==> config.mk <==
export PLATFORM = sky130hd
export DESIGN_NAME = nttr_lane_cmp
export DESIGN_NICKNAME = d
export VERILOG_FILES = /design/src/rtl/nttr_read_checker.sv
export SDC_FILE = /design/constraint.sdc
export NUM_CORES = 1
export LEC_CHECK = 0
export BUFFER_PORTS_ARGS = -buffer_cell sky130_fd_sc_hd__buf_4
export CAP_MARGIN = 20
export CORE_UTILIZATION = 25
export DETAILED_ROUTE_END_ITERATION = 12
export PLACE_DENSITY = 0.78
export REMOVE_ABC_BUFFERS = 1
export SETUP_SLACK_MARGIN = 0.1
export SYNTH_ARGS = -nofsm -noshare
export SYNTH_HDL_FRONTEND = slang
export SYNTH_SLANG_ARGS = --single-unit
==> constraint.sdc <==
create_clock -name vclk -period 1.6
set_input_delay 0.08 -clock vclk [all_inputs]
set_output_delay 0.08 -clock vclk [all_outputs]
set_load 0.02 [all_outputs]
==> src/rtl/nttr_read_checker.sv <==
// nttr_read_checker: AXI4 read master that reads back the traffic-writer pattern and scores every beat.
// Define NTTR_ERR_CAPTURE_EN to build the first-errored-beat capture outputs.

module nttr_lane_cmp (
  input  logic [31:0] data,
  input  logic [31:0] exp_data,
  output logic        mis
);
  assign mis = (data != exp_data);
endmodule


# Word-level counts from Yosys, hierarchy flattened
# Cells that the tools add are included.
[totals] reg_bits=0 input_bits=64 wordCells=1
[classes] eq_ne=1
[op_table] cell="!= test 32 bit" n=1

# Longest topological paths before layout
[depth] ltp_word=1 ltp_mapped=4 ltp_nobuf=4

# Worst setup path after synthesis
# No wires, ideal clock.
[synth_timing] kind="in2out" startpoint="input port exp_data[13]" endpoint="output port mis" t_arrival_ns=0.741 required_time_ns=1.520 setup_slack_ns=0.779 cell_stages=4 path_buffers=0 path_cell_list="xnor2_1 > nand4_1 > nor4_1 > nand2_1"
[synth_via] elab_chain_cells=1
[synth_rtl] item="start, declared" line_no="6" text="input logic [31:0] exp_data,"
[synth_rtl] item="!= test 32 bit" line_no="9" text="assign mis = (data != exp_data);"
[synth_rtl] item="end, declared" line_no="7" text="output logic mis"
# No other way between the ends.

# Worst setup path after layout
[layout_timing] startpoint="input port exp_data[9]" endpoint="output port mis"
# The elaborated chain is that of the path after synthesis.

==> key figures <==
Routing
  – WL/cell: roughly 10 µm
  – Antenna Nets Post-Route: 0
  – Vias post-DR: 543
  – DR pass1 iterations: 1
  – Remaining routing DRC violations: 0
  – Vias per cell: between 4 and 5
  – Drt initial violations: 0
  – Total Wirelength: 1240 µm

Yosys
  – Synth area leaders: xnor2_1 81%, nand4_1 14%, nor4_1 3.6%, nand2_1 1.1%
  – Synth Warn #: 0
  – Post-synthesis adder-cell area fraction: 0%
  – Post-synthesis compound-gate area fraction: 0%
  – Multiplexer share of the synthesized area: 0%
  – Xor/xnor share of the synthesized area: 80.9%
  – Cell Area, Synth: approximately 350 µm²
  – Simple-Gate Fraction of Synth Area: 19.1%
  – Post-synth top area share: 80.9%
  – Synth area leader: xnor2_1
  – Post-Syn Instances: 43
  – Largest family of logic cells by synthesized area: XOR/XNOR gates
  – Post-synthesis sequential area ratio: 0%
  – Mapped Avg Cell Area: 8.06 µm²
  – Distinct cells, synth: 4

Cells and area
  – FFs & Latches: 0
  – Share of cells above drive strength 1: 60.2%
  – ANT cells: 0
  – Storage cell area: 0 µm²
  – Total Nets Final: 174
  – Clock buffer count: 0
  – Design area: 853 µm²
  – Layout area overhead: 146%

Global routing
  – Vias in the first global route: 495
  – Total gr overflow: 0
  – Initial antenna violation count: 0
  – GRT Overall Usage: 15.3%
  – First-pass GRT wire length: 1690 µm
  – Pin count of the biggest net entering global routing: 2

Pwr
  – Max VDD drop: ~0.00012 V
  – Seq pwr share: 0%
  – Cell Pwr Density: about 250 mW/mm²
  – Combinational fraction of design power: 100.0%
  – Lkg Pwr: 0.382 nW
  – Pint: 154 µW
  – Sw power: approximately 60 µW
  – Clock share of power: 0%
  – Sw frac: 27.8%

Floorplanning
  – Die span in x: 39.2 µm
  – Row count: 13
  – Core Area: between 0.001 and 0.0015 mm²
  – Total die area: about 0.0015 mm²
  – Chip Height: a little under 40 µm
  – Initial core utilization: a little over a quarter
  – I/O Pins: 65

Outcome
  – Outcome: finished, final reports clean

STA
  – Rel. slew slack: between 80% and 90%
  – Hold Vio Cnt, Final: 0
  – Unrepaired setup endpoints after global routing: no
  – Measured slew at the worst slew-check pin: between 0.2 and 0.3 ns
  – Slew Limit Fails: 0
  – Final setup margin: 0.484 ns
  – Final Cycle Share: 69.7%
  – Fmax: 896 MHz
  – Tmin final: between 1 and 1.5 ns
  – Setup TNS: 0 ns
  – Final setup vio count: 0

Placement
  – Placer Congestion: 0.628
  – DP Worst Slack: 0.487 ns
  – IO Port Bufs: 65
  – Placed Area: 853 µm²

Hold path
  – Worst hold endpoint: mis
  – HP Start: data[24]
  – Hold crit path type: in -> out
  – Hold Crit Depth: 6

Worst setup path
  – Most used cell, CP: buf_4
  – Largest delay contributor family on the critical path: simple AND/OR/NAND/NOR gates
  – Crit path max-delay cell type: nor4_1
  – CP startpoint kind: input pin
  – Buf/Inv on CP: 2
  – Crit path required time: 1.52 ns
  – CP Capture Type: primary output
  – CP Cell Sequence: buf_4, xnor2_1, nand4_1, nor4_1, nand2_1, buf_4
  – Max FO, Critical Path: 1
  – Slowest Stage Delay on Critical Path: approximately 0.32 ns
  – Critical path data arrival time: 1.04 ns
  – Kind of critical path: in -> out

Flow run
  – Max_cap viols: 0

Clocking
  – Hold-fix buffers, CTS: 0
  – Post-CTS resize count: 0
  – # Post-CTS Setup Buffers: 0
through the flow:
stage / util, % / instances / power (mW) / hold slack (ns)
2_1_floorplan: - / 43 / 0.0766 / 0.443
3_3_place_gp: 65.6 / 123 / 0.211 / 0.590
3_5_place_dp: 65.6 / 123 / 0.216 / 0.590
4_1_cts: 65.6 / 123 / 0.217 / 0.590
5_1_grt: 65.6 / 123 / 0.230 / 0.622
6_report: 65.6 / 123 / 0.214 / 0.583
layout by cell type, fill, tap and decap left out, drive strengths merged:
cell   instances
buf           65
nand2          1
nand4          8
nor4           2
xnor2         32
power groups by stage:
stage / Sequential [mW] / Combinational (mW) / Clock (mW)
finish: 0 / 0.214 / 0
global route: 0 / 0.230 / 0
CTS: 0 / 0.217 / 0
detailed placement: 0 / 0.216 / 0
global placement: 0 / 0.211 / 0
floorplan: 0 / 0.0766 / 0
per-layer routing:
metal / GRT usage (%) / part of all wire (%) / vias up
met1: 13.5 / 29 / 229
li1: - / - / 279
met4: 0 / 0 / 0
met5: 0 / 0 / -
met2: 33.3 / 58 / 35
met3: 5.20 / 13 / 0
Yosys cell counts:
cell	count
nand4_1	8
xnor2_1	32
nor4_1	2
nand2_1	1
final cells by class:
class | instances | area, µm²
well taps | 15 | 18.8
repair buffers | 65 | 488
fillers | 118 | 448
multi-input cells | 43 | 347
cell families after synthesis:
logic type       Yosys count
XOR/XNOR                  32
AND/OR/NAND/NOR           11
worst max path at each step:
stage / from / to / slack (ns) / depth (start not counted)
6_report: exp_data[9] / mis / 0.48 / 6
5_1_grt: exp_data[9] / mis / 0.34 / 6
4_1_cts: exp_data[7] / mis / 0.48 / 6
3_5_place_dp: exp_data[30] / mis / 0.49 / 6
3_3_place_gp: exp_data[30] / mis / 0.49 / 6
2_1_floorplan: exp_data[13] / mis / 0.78 / 4
No activity file was read; power rests on OpenSTA's default activity.
